`src/rtl/mem_tg_pkg.sv`:
```
// Shared types and helpers for the memory traffic generator.
package mem_tg_pkg;

   // Run-level FSM encoding
   typedef enum logic [2:0] {
      ST_IDLE  = 3'd0,
      ST_ISSUE = 3'd1,
      ST_GAP   = 3'd2,
      ST_DRAIN = 3'd3,
      ST_DONE  = 3'd4
   } mtg_state_e;

   // DRAM-select modes
   localparam logic [1:0] MODE_SRAM = 2'd0;
   localparam logic [1:0] MODE_DRAM = 2'd1;
   localparam logic [1:0] MODE_ALT  = 2'd2;
   localparam logic [1:0] MODE_LFSR = 2'd3;

   // Fibonacci LFSR step, taps x^16 + x^14 + x^13 + x^11 (right-shifting form)
   function automatic logic [15:0] lfsr_next(input logic [15:0] s);
      return {s[0] ^ s[2] ^ s[3] ^ s[5], s[15:1]};
   endfunction

   // Clamp a 32-bit cycle delta into the 16-bit latency range
   function automatic logic [15:0] sat16(input logic [31:0] v);
      return (v[31:16] != 16'd0) ? 16'hFFFF : v[15:0];
   endfunction

endpackage

```
`src/rtl/mem_tg_ts_fifo.sv`:
```
// Issue-timestamp FIFO. The parent never pushes more than DEPTH entries or
// pops an empty FIFO, so there is no full/empty tracking here.
module mem_tg_ts_fifo #(
   parameter int DEPTH = 4,
   parameter int WIDTH = 32
) (
   input  logic             clk,
   input  logic             reset,
   input  logic             push,
   input  logic             pop,
   input  logic [WIDTH-1:0] wr_data,
   output logic [WIDTH-1:0] rd_data
);

   localparam int AW = (DEPTH > 1) ? $clog2(DEPTH) : 1;

   logic [WIDTH-1:0] mem_q [DEPTH];
   logic [AW-1:0]    wr_ptr_q, wr_ptr_d;
   logic [AW-1:0]    rd_ptr_q, rd_ptr_d;

   function automatic logic [AW-1:0] ptr_inc(input logic [AW-1:0] p);
      return (p == AW'(DEPTH - 1)) ? '0 : p + AW'(1);
   endfunction

   assign rd_data = mem_q[rd_ptr_q];

   // Pointer advance on push/pop
   always_comb begin
      wr_ptr_d = push ? ptr_inc(wr_ptr_q) : wr_ptr_q;
      rd_ptr_d = pop  ? ptr_inc(rd_ptr_q) : rd_ptr_q;
   end

   // Pointer registers
   always_ff @(posedge clk) begin
      if (reset) begin
         wr_ptr_q <= '0;
         rd_ptr_q <= '0;
      end else begin
         wr_ptr_q <= wr_ptr_d;
         rd_ptr_q <= rd_ptr_d;
      end
   end

   // Storage, no reset needed: entries are only read after being written
   always_ff @(posedge clk) begin
      if (push) mem_q[wr_ptr_q] <= wr_data;
   end

endmodule

```
`src/rtl/memory_traffic_generator.sv`:
```
// Memory traffic generator: issues a programmed burst of requests to a
// latency injector, caps requests in flight, and gathers per-run stats.
module memory_traffic_generator
   import mem_tg_pkg::*;
#(
   parameter int          SIZE_WIDTH      = 16,
   parameter int          MAX_OUTSTANDING = 4,
   parameter logic [15:0] LFSR_SEED       = 16'hACE1
) (
   input  logic                  clk,
   input  logic                  reset,
   input  logic                  start,
   input  logic [15:0]           cfg_num_reqs,
   input  logic [SIZE_WIDTH-1:0] cfg_size_bytes,
   input  logic [1:0]            cfg_dram_mode,
   input  logic [7:0]            cfg_issue_gap,
   output logic                  req_valid,
   output logic                  req_is_dram,
   output logic [SIZE_WIDTH-1:0] req_size_bytes,
   input  logic                  req_ready,
   input  logic                  resp_valid,
   input  logic [SIZE_WIDTH-1:0] resp_size_bytes,
   output logic                  busy,
   output logic                  done,
   output logic [15:0]           issued_count,
   output logic [15:0]           completed_count,
   output logic [4:0]            outstanding,
   output logic [15:0]           lat_min,
   output logic [15:0]           lat_max,
   output logic [31:0]           lat_sum,
   output logic [31:0]           bytes_completed,
   output logic                  resp_error
);

   mtg_state_e            state_q, state_d;
   logic [15:0]           num_reqs_q, num_reqs_d;
   logic [SIZE_WIDTH-1:0] size_q, size_d;
   logic [1:0]            mode_q, mode_d;
   logic [7:0]            gap_q, gap_d;
   logic [7:0]            gap_cnt_q, gap_cnt_d;
   logic [15:0]           issued_q, issued_d;
   logic [15:0]           completed_q, completed_d;
   logic [4:0]            outstanding_q, outstanding_d;
   logic [15:0]           lat_min_q, lat_min_d;
   logic [15:0]           lat_max_q, lat_max_d;
   logic [31:0]           lat_sum_q, lat_sum_d;
   logic [31:0]           bytes_q, bytes_d;
   logic                  resp_error_q, resp_error_d;
   logic                  alt_q, alt_d;
   logic [15:0]           lfsr_q, lfsr_d;
   logic [31:0]           cyc_q, cyc_d;
   logic                  req_valid_q, req_valid_d;
   logic                  req_is_dram_q, req_is_dram_d;
   logic [SIZE_WIDTH-1:0] req_size_q, req_size_d;

   logic        accept, resp_ok, start_fire;
   logic [31:0] ts_head;
   logic [15:0] lat16;

   // req_valid_q only rises in ISSUE, so accept implies ISSUE
   assign accept     = req_valid_q & req_ready;
   assign resp_ok    = resp_valid & (outstanding_q != 5'd0);
   assign start_fire = start & ((state_q == ST_IDLE) | (state_q == ST_DONE));
   assign lat16      = sat16(cyc_q - ts_head);

   mem_tg_ts_fifo #(
      .DEPTH (MAX_OUTSTANDING),
      .WIDTH (32)
   ) u_ts_fifo (
      .clk     (clk),
      .reset   (reset),
      .push    (accept),
      .pop     (resp_ok),
      .wr_data (cyc_q),
      .rd_data (ts_head)
   );

   // Next-state: run FSM, counters, response stats and request payload
   always_comb begin
      state_d       = state_q;
      num_reqs_d    = num_reqs_q;
      size_d        = size_q;
      mode_d        = mode_q;
      gap_d         = gap_q;
      gap_cnt_d     = gap_cnt_q;
      issued_d      = issued_q;
      completed_d   = completed_q;
      outstanding_d = outstanding_q;
      lat_min_d     = lat_min_q;
      lat_max_d     = lat_max_q;
      lat_sum_d     = lat_sum_q;
      bytes_d       = bytes_q;
      alt_d         = alt_q;
      lfsr_d        = lfsr_q;
      cyc_d         = cyc_q + 32'd1;
      // a stray response is flagged even in the cycle a new run starts
      resp_error_d  = resp_error_q | (resp_valid & ~resp_ok);

      case (state_q)
         ST_IDLE, ST_DONE: begin
            if (start_fire) begin
               state_d      = (cfg_num_reqs == 16'd0) ? ST_DONE : ST_ISSUE;
               num_reqs_d   = cfg_num_reqs;
               size_d       = cfg_size_bytes;
               mode_d       = cfg_dram_mode;
               gap_d        = cfg_issue_gap;
               issued_d     = '0;
               completed_d  = '0;
               lat_min_d    = 16'hFFFF;
               lat_max_d    = '0;
               lat_sum_d    = '0;
               bytes_d      = '0;
               alt_d        = 1'b0;
               resp_error_d = resp_valid & ~resp_ok;
            end
         end
         ST_ISSUE: begin
            if (accept) begin
               if (issued_q + 16'd1 == num_reqs_q) begin
                  state_d = ST_DRAIN;
               end else if (gap_q != 8'd0) begin
                  state_d   = ST_GAP;
                  gap_cnt_d = gap_q;
               end
            end
         end
         ST_GAP: begin
            if (gap_cnt_q == 8'd1) state_d = ST_ISSUE;
            else                   gap_cnt_d = gap_cnt_q - 8'd1;
         end
         ST_DRAIN: begin
            if (completed_q == num_reqs_q) state_d = ST_DONE;
         end
         default: state_d = ST_IDLE;
      endcase

      if (accept) begin
         issued_d = issued_q + 16'd1;
         alt_d    = ~alt_q;
         lfsr_d   = lfsr_next(lfsr_q);
      end

      if (resp_ok) begin
         completed_d = completed_q + 16'd1;
         lat_min_d   = (lat16 < lat_min_q) ? lat16 : lat_min_q;
         lat_max_d   = (lat16 > lat_max_q) ? lat16 : lat_max_q;
         lat_sum_d   = lat_sum_q + {16'd0, lat16};
         bytes_d     = bytes_q + 32'(resp_size_bytes);
      end

      case ({accept, resp_ok})
         2'b10:   outstanding_d = outstanding_q + 5'd1;
         2'b01:   outstanding_d = outstanding_q - 5'd1;
         default: outstanding_d = outstanding_q;
      endcase

      // Payload follows next-cycle config/selector state; those only move on
      // start or accept, so a stalled request keeps a stable payload.
      req_valid_d = (state_d == ST_ISSUE) && (outstanding_d < 5'(MAX_OUTSTANDING));
      req_size_d  = size_d;
      case (mode_d)
         MODE_SRAM: req_is_dram_d = 1'b0;
         MODE_DRAM: req_is_dram_d = 1'b1;
         MODE_ALT:  req_is_dram_d = alt_d;
         default:   req_is_dram_d = lfsr_d[0];
      endcase
   end

   // State registers with synchronous reset
   always_ff @(posedge clk) begin
      if (reset) begin
         state_q       <= ST_IDLE;
         num_reqs_q    <= '0;
         size_q        <= '0;
         mode_q        <= MODE_SRAM;
         gap_q         <= '0;
         gap_cnt_q     <= '0;
         issued_q      <= '0;
         completed_q   <= '0;
         outstanding_q <= '0;
         lat_min_q     <= 16'hFFFF;
         lat_max_q     <= '0;
         lat_sum_q     <= '0;
         bytes_q       <= '0;
         resp_error_q  <= 1'b0;
         alt_q         <= 1'b0;
         lfsr_q        <= LFSR_SEED;
         cyc_q         <= '0;
         req_valid_q   <= 1'b0;
         req_is_dram_q <= 1'b0;
         req_size_q    <= '0;
      end else begin
         state_q       <= state_d;
         num_reqs_q    <= num_reqs_d;
         size_q        <= size_d;
         mode_q        <= mode_d;
         gap_q         <= gap_d;
         gap_cnt_q     <= gap_cnt_d;
         issued_q      <= issued_d;
         completed_q   <= completed_d;
         outstanding_q <= outstanding_d;
         lat_min_q     <= lat_min_d;
         lat_max_q     <= lat_max_d;
         lat_sum_q     <= lat_sum_d;
         bytes_q       <= bytes_d;
         resp_error_q  <= resp_error_d;
         alt_q         <= alt_d;
         lfsr_q        <= lfsr_d;
         cyc_q         <= cyc_d;
         req_valid_q   <= req_valid_d;
         req_is_dram_q <= req_is_dram_d;
         req_size_q    <= req_size_d;
      end
   end

   assign req_valid       = req_valid_q;
   assign req_is_dram     = req_is_dram_q;
   assign req_size_bytes  = req_size_q;
   assign busy            = (state_q == ST_ISSUE) | (state_q == ST_GAP) | (state_q == ST_DRAIN);
   assign done            = (state_q == ST_DONE);
   assign issued_count    = issued_q;
   assign completed_count = completed_q;
   assign outstanding     = outstanding_q;
   assign lat_min         = lat_min_q;
   assign lat_max         = lat_max_q;
   assign lat_sum         = lat_sum_q;
   assign bytes_completed = bytes_q;
   assign resp_error      = resp_error_q;

endmodule

```
`config.mk`:
```
export PLATFORM = sky130hd
export DESIGN_NAME = memory_traffic_generator
export DESIGN_NICKNAME = d
export VERILOG_FILES = /design/src/rtl/mem_tg_pkg.sv /design/src/rtl/mem_tg_ts_fifo.sv /design/src/rtl/memory_traffic_generator.sv
export SDC_FILE = /design/constraint.sdc
export NUM_CORES = 1
export LEC_CHECK = 0
export CAP_MARGIN = 20
export CORE_MARGIN = 2
export CORE_UTILIZATION = 45
export DETAILED_ROUTE_END_ITERATION = 10
export HOLD_SLACK_MARGIN = 0.1
export PLACE_DENSITY = 0.77
export SKIP_LAST_GASP = 1
export SLEW_MARGIN = 10
export SYNTH_ARGS = -nofsm -noshare
export SYNTH_HDL_FRONTEND = slang
export SYNTH_SLANG_ARGS = --single-unit
```
`constraint.sdc`:
```
create_clock -name clk -period 8.3 [get_ports clk]
set_input_delay 0.83 -clock clk [delete_from_list [all_inputs] [get_ports clk]]
set_output_delay 0.83 -clock clk [all_outputs]
set_load 0.02 [all_outputs]
```
==> metrics.md, run 1 <==
| Metric | Value |
|---|---|
| Status | completed |
| Min Clock Period, post-route | 7.67 ns |
| CP endpoint kind | flop |
| Critical Path RT | about 9 ns |
| RSZ-0062 raised after global routing | false |
| Yosys top cell by area | dfxtp_1 |
| #FFs+latches synth | 372 |
| Top-Level Pins | 217 |
| Most repeated cell in the gate-level netlist after synthesis | nand2_1 |
| IR drop worst, VDD | 0.245 mV |
| Synth Cell Area | roughly 20000 um2 |
| Startpoint Class | flop |
| DRT Pass-1 Iters | 5 |
| Synth Net Count | between 2000 and 2500 |
| GRT Util Overall | 23.2% |
| Max Transition Viols Final | 0 |
| Clk_lat worst skew | 0.58 ns |
| # fillers | 3705 |
| Total gr overflow | 0 |
| Ant diodes | 0 |
| Ys async rst share | 0% |
| Multi-input combinational cell area | 10400 um2 |
| First-pass GRT wire length | between 80000 and 90000 um |
| Setup_tns | 0 ns |
| Switching power | 2.44 mW |
| TritonCTS clock tree | done |
| Bufs on Longest Clock Path | 3 |
| Die Wd | around 210 um |
| Synth top area share | 24.6% |
| Row count | 76 |
| Worst Hold Path Cells | 2 |
| Hold_ws | 0.455 ns |
| Sequential area share after synthesis | 44.0% |
| Logic gate share of total power | about two fifths |
| Core ar. | 43300 um2 |
| Area contributors post-synth | dfxtp_1 25%, edfxtp_1 19%, ha_1 7.0% |
| Fmax | 0.130 GHz |
| # nets final | 2481 |
| Slew HR | 35.1% |
| Maxcap violations | 0 |
| Leak | 8.95 nW |
| Vias in the first global route | 16300 |
| Routed WL | 54300 um |
| CTS buffer count | 40 |
| Final Hold Fails | 0 |
| Critical path's slowest cell | dfxtp_2 |
| H-tree depth | 2 |
| Area Overhead vs Synth | 20.6% |
| Clk root buf | clkbuf_16 |
| Gr busiest metal | met2 |
| Vias per std cell | 5.78 |
| 1st-iter DRT viols | 1277 |
| Initial antenna violation count | 0 |
| Actual slew at the worst max-slew pin | 0.970 ns |
| Most used cell, CP | a21o_1 |
| Global routing usage on met3 | between 3 and 4% |
| Number of enable flip-flop cells after synthesis | 128 |
| Top post-synthesis cells by count | 284 x nand2_1, 244 x dfxtp_1, 190 x a21oi_1 |
| Synth cell types | between 80 and 90 |
| Post-CTS sizing | 0 |
| Cell Int Power | 4.22 mW |
| I/O Buffers | ~220 |
| M2 GR Usage | 38.2% |
| FF/Latch Area | 8730 um2 |
| Hold Crit Class | flop to flop |
| Setup violators final | 0 |
| CP max stage delay | 0.57 ns |
| ANT nets after route | 0 |
| R2r worst-path depth | 29 |
| Hpwl dp | 38400 um |
| Syn Area/Cell | 9.33 um2 |
| Placer Congestion | roughly 0.93 |
| Drt drc | 0 |
| Yosys warns | 0 |
| Critical path fanouts, max | 23 |
| Die area | 45800 um2 |
| Fin crit share | between 90% and 100% |
| Worst-path clk slew | 0.06 ns |
| Global Route met1 Usage | 31.1% |
| Post CTS Setup Buffer Count | 0 |
| Hold-fix buffers, CTS | 0 |
| CP arrival | 8.13 ns |
| Worst Skew | roughly 0.011 ns |
| Pwr dens | 278 nW/um2 |
| Switching portion of total power | a little over a third |
| Critical setup path kind | flop to flop |
| Wire per inst | ~19 um |
| Cell count after synthesis | about 2100 |
| Initial core utilization | 45.8% |
| Via count | 16900 |
| Layout cells sized above 1 | 6.56% |
| Ys flop type | dfxtp_1 |
| Largest net degree at the start of global routing | 88 |
| # clock sinks | 372 |
| Reg power frac | 33.5% |
| Clk pwr share | 28.1% |
| Die Y-Extent | 214 um |
cells in the final DEF, fill, tap and decap left out, types with 10 or more instances in the layout:
master / Yosys / layout
xnor2_1: 57 / 57
a21oi_1: 190 / 190
or3_1: 29 / 29
edfxtp_1: 128 / 128
and2_1: 20 / 19
nand2_1: 284 / 283
nor4_1: 13 / 13
nor2_1: 180 / 180
dfxtp_1: 244 / 243
and3_1: 33 / 33
nand2b_1: 15 / 15
a22oi_1: 10 / 10
inv_1: 93 / 93
mux4_2: 32 / 32
nand4_1: 35 / 35
o211ai_1: 23 / 23
clkbuf_16: 0 / 41
o21ai_0: 62 / 61
nor2b_1: 14 / 14
a21o_1: 39 / 39
buf_4: 1 / 19
a211oi_1: 12 / 12
clkdlybuf4s50_1: 0 / 215
xor2_1: 61 / 61
o21a_1: 18 / 18
ha_1: 111 / 111
o31ai_1: 12 / 11
a32o_1: 13 / 13
a31oi_1: 13 / 13
nand3_1: 83 / 83
nand3b_1: 15 / 15
nor3_1: 37 / 36
power groups by stage:
stage	clock (mW)	combinational [mW]	sequential, mW
after global placement	0	2.45	2.26
after CTS	1.90	2.53	2.23
after detailed placement	0	2.51	2.27
final	1.87	2.56	2.23
after floorplan	0	1.69	2.33
after global routing	1.97	2.80	2.26
critical path, delay by kind of cell (launching register included):
family	cells	cell delay, ns
simple gates	6	1.71
flops	1	0.57
compound gates	16	3.39
buf+inv	4	0.68
fa+ha+maj	2	0.64
mux	1	0.52
state kept, by name (all words and copies together), names as in the netlist, 16 cells and up, named ones only:
signal           flops
lat_min             16
bytes_completed     32
completed_count     16
issued_count        16
lfsr_q              16
lat_max             16
lat_sum             32
cyc_q               32
num_reqs_q          16
req_size_bytes      16
u_ts_fifo.mem_q    128
worst paths after layout:
path | start | endpoint | slack (ns)
worst max-delay path | flop | lat_max[15] | 0.63
worst min-delay path | req_size_bytes[0] | req_size_bytes[0] | 0.45
worst max register to register | flop | lat_max[15] | 0.63
worst min register to register | req_size_bytes[0] | req_size_bytes[0] | 0.45
through the flow:
| stage | instance area (um2) | worst slack, ns | total power [mW] | instances | utilization (%) |
|---|---|---|---|---|---|
| global placement | 22500 | 0.563 | 4.71 | 2842 | 52.0 |
| floorplan | 19800 | 0.910 | 4.03 | 2126 | - |
| detailed placement | 22500 | 0.377 | 4.78 | 2842 | 52.0 |
| finish | 23900 | 0.634 | 6.66 | 2919 | 55.3 |
| global route | 23900 | 0.120 | 7.02 | 2919 | 55.3 |
| CTS | 23900 | 0.333 | 6.66 | 2915 | 55.1 |
kinds of logic (layout without fill, tap and decap cells):
logic type,count (synthesis),count (layout),share of synthesized area [%]
compound gates,474,474,15.6
xor+xnor,118,118,5.21
fa+ha+maj,115,115,7.41
buf+inv,196,404,3.83
flops,372,372,44.0
mux,49,49,4.54
simple gates,802,802,19.4
metal layers:
metal | part of all wire (%) | wire, um
met2 | 47 | 25400
met3 | 5.9 | 3220
met5 | 0 | 0
met4 | 3.1 | 1670
met1 | 44 | 24000
layout make-up:
class | instances | area share, %
well taps | 585 | 3.06
repair buffers | 238 | 9.92
inverters | 93 | 1.46
clock buffers | 48 | 4.44
multi-input cells | 1558 | 43.4
clock inverters | 25 | 1.27
flip-flops and latches | 372 | 36.5
Note: power is estimated with default switching activity, not from simulation.
==> run 2: changes to the inputs <==
Clock period 8.3 ns to 8.69 ns, I/O delays scaled along.
==> metrics.md, run 2 (synthesis results as in run 1) <==
| Metric | Value |
|---|---|
| Largest net degree at the start of global routing | 98 (+11%) |
| Die area | 45800 um2 (unchanged) |
| Post-CTS sizing | 0 (unchanged) |
| DP Worst Slack | 0.815 ns (+0.438 ns) |
| Initial core utilization | 45.8% (unchanged) |
| Die Y-Extent | 214 um (unchanged) |
| Actual slew at the worst max-slew pin | 1.07 ns (+0.0968 ns) |
| Core ar. | 43300 um2 (unchanged) |
| Hold-fix buffers, CTS | 0 (unchanged) |
| Maxcap violations | 0 (unchanged) |
| RSZ-0062 raised after global routing | false |
| CP endpoint kind | flop |
| # fillers | 3732 (+0.73%) |
| Vias per std cell | 5.73 (-0.76%) |
| Die Wd | 214 um (unchanged) |
| Cell Area, Placed | 22500 um2 (about the same) |
| Pwr dens | 268 nW/um2 (-3.7%) |
| Min Clock Period, post-route | 7.97 ns (+0.308 ns) |
| Ant diodes | 0 (unchanged) |
| Hpwl dp | 38700 um (+0.76%) |
| Worst Skew | 0.0174 ns (+0.00670 ns) |
| Setup ws final | 0.716 ns (+0.0821 ns) |
| Power, Total | 6.43 mW (-3.4%) |
| Initial antenna violation count | 1 (+1) |
| Critical path's slowest cell | nor4b_4 |
| Total gr overflow | 0 (unchanged) |
| Layout Cells excl Fill | 2919 (unchanged) |
| Wire per inst | 18.7 um (+0.34%) |
| Setup violators final | 0 (unchanged) |
| H-tree depth | 2 (unchanged) |
| Row count | 76 (unchanged) |
| Most frequent cells in the layout | 283 x nand2_1, 243 x dfxtp_1, 215 x clkdlybuf4s50_1, 190 x a21oi_1, 180 x nor2_1 |
| Leak | 8.97 nW (+0.24%) |
| Most used cell, CP | a21o_1 |
| Drt drc | 0 (unchanged) |
| Fin crit share | 91.8% (-0.60 points) |
| Startpoint Class | flop |
| Final Hold Fails | 0 (unchanged) |
| Slew HR | 28.2% (-6.9 points) |
| Placer Congestion | 0.903 (-2.7%) |
| Setup_tns | 0 ns (unchanged) |
| Biggest register | u_ts_fifo.mem_q |
| Bufs on Longest Clock Path | 3 (unchanged) |
| Layout cells sized above 1 | 6.98% (+0.43 points) |
| Most common cell after layout, fill and taps aside | nand2_1 |
| Routed WL | 54500 um (+0.34%) |
| IR drop worst, VDD | 0.182 mV (-26%) |
| TritonCTS clock tree | done |
| Max Transition Viols Final | 0 (unchanged) |
| CP arrival | 8.42 ns (+0.29 ns) |
| Max FFs per register | 128 (unchanged) |
| CP max stage delay | 0.76 ns (+0.19 ns) |
| Area Overhead vs Synth | 20.9% |
| ANT nets after route | 0 (unchanged) |
| Critical path fanouts, max | 21 (-8.7%) |
| Fmax | 0.125 GHz (-3.9%) |
| Status | completed |
| DRT Pass-1 Iters | 7 (+2) |
| Post CTS Setup Buffer Count | 0 (unchanged) |
| Clk root buf | clkbuf_16 |
| Hold Crit Class | flop to flop |
| # clock sinks | 372 (unchanged) |
| Critical setup path kind | flop to flop |
| # nets final | 2479 (-0.081%) |
| CTS buffer count | 42 (+5.0%) |
| First-pass GRT wire length | 87200 um (+0.53%) |
| Vias in the first global route | 16200 (-0.50%) |
| # placed instances | 2842 (unchanged) |
| Clk_lat worst skew | 0.57 ns (about the same) |
| Critical Path RT | 9.14 ns (+0.38 ns) |
| 1st-iter DRT viols | 1360 (+6.5%) |
| I/O Buffers | 216 (unchanged) |
| Top-Level Pins | 217 (unchanged) |
| Cell area after layout | 24000 um2 (+0.24%) |
| Worst-path clk slew | 0.06 ns (about the same) |
| GRT Util Overall | 23.2% (+0.065 points) |
| Via count | 16700 (-0.76%) |
run 2: cell count changes in the layout (fill, tap and decap cells not counted), sizes merged:
cell	previous run	this run
clkinv	15	12
bufinv	6	5
clkinvlp	2	5
clkbuf	48	53
buf	23	19
run 2: through the flow:
stage          util, %  hold slack, ns
2_1_floorplan        -           0.432
3_3_place_gp      52.0           0.440
3_5_place_dp      52.0           0.449
4_1_cts           55.4           0.457
5_1_grt           55.4           0.461
6_report          55.4           0.454
run 2: cell type report:
class / instances / area (um2) / share of cell area [%]
multi-input combinational: 1558 / 10400 / 43.2
sequential: 372 / 8730 / 36.4
timing repair buffer: 234 / 2320 / 9.68
clock buffer: 53 / 1160 / 4.85
tap: 585 / 732 / 3.05
inverter: 93 / 349 / 1.46
clock inverter: 24 / 317 / 1.32
run 2: per-layer routing:
| layer | share of wire, % | vias up | global-route usage [%] |
|---|---|---|---|
| li1 | - | 8048 | - |
| met1 | 44 | 8036 | 30.8 |
| met2 | 47 | 541 | 38.5 |
| met3 | 5.6 | 105 | 4.13 |
| met4 | 3.1 | 0 | 7.53 |
| met5 | 0 | - | 0 |
run 2: worst paths after layout:
kind / slack, ns / start / end / cells past startpoint
max: 0.72 / flop / lat_max[13] / 28
min: 0.45 / lfsr_q[10] / lfsr_q[9] / 2
max reg2reg: 0.72 / flop / lat_max[13] / 28
min reg2reg: 0.45 / lfsr_q[10] / lfsr_q[9] / 2
run 2: critical path: cells and delay by family, from the launching register on:
family	cells	cell delay, ns
muxes	1	0.53
DFF	1	0.61
adders and majority gates	2	0.61
AOI/OAI and AO/OA	16	3.32
buffers and inverters	3	0.52
and+or+nand+nor	6	2.26
run 2: where the power goes:
group / internal, mW / switching (mW) / leakage [nW]
Sequential: 1.96 / 0.171 / 3.17
Clock: 1.11 / 0.757 / 0.714
Combinational: 1.01 / 1.42 / 5.09
Total: 4.08 / 2.35 / 8.97
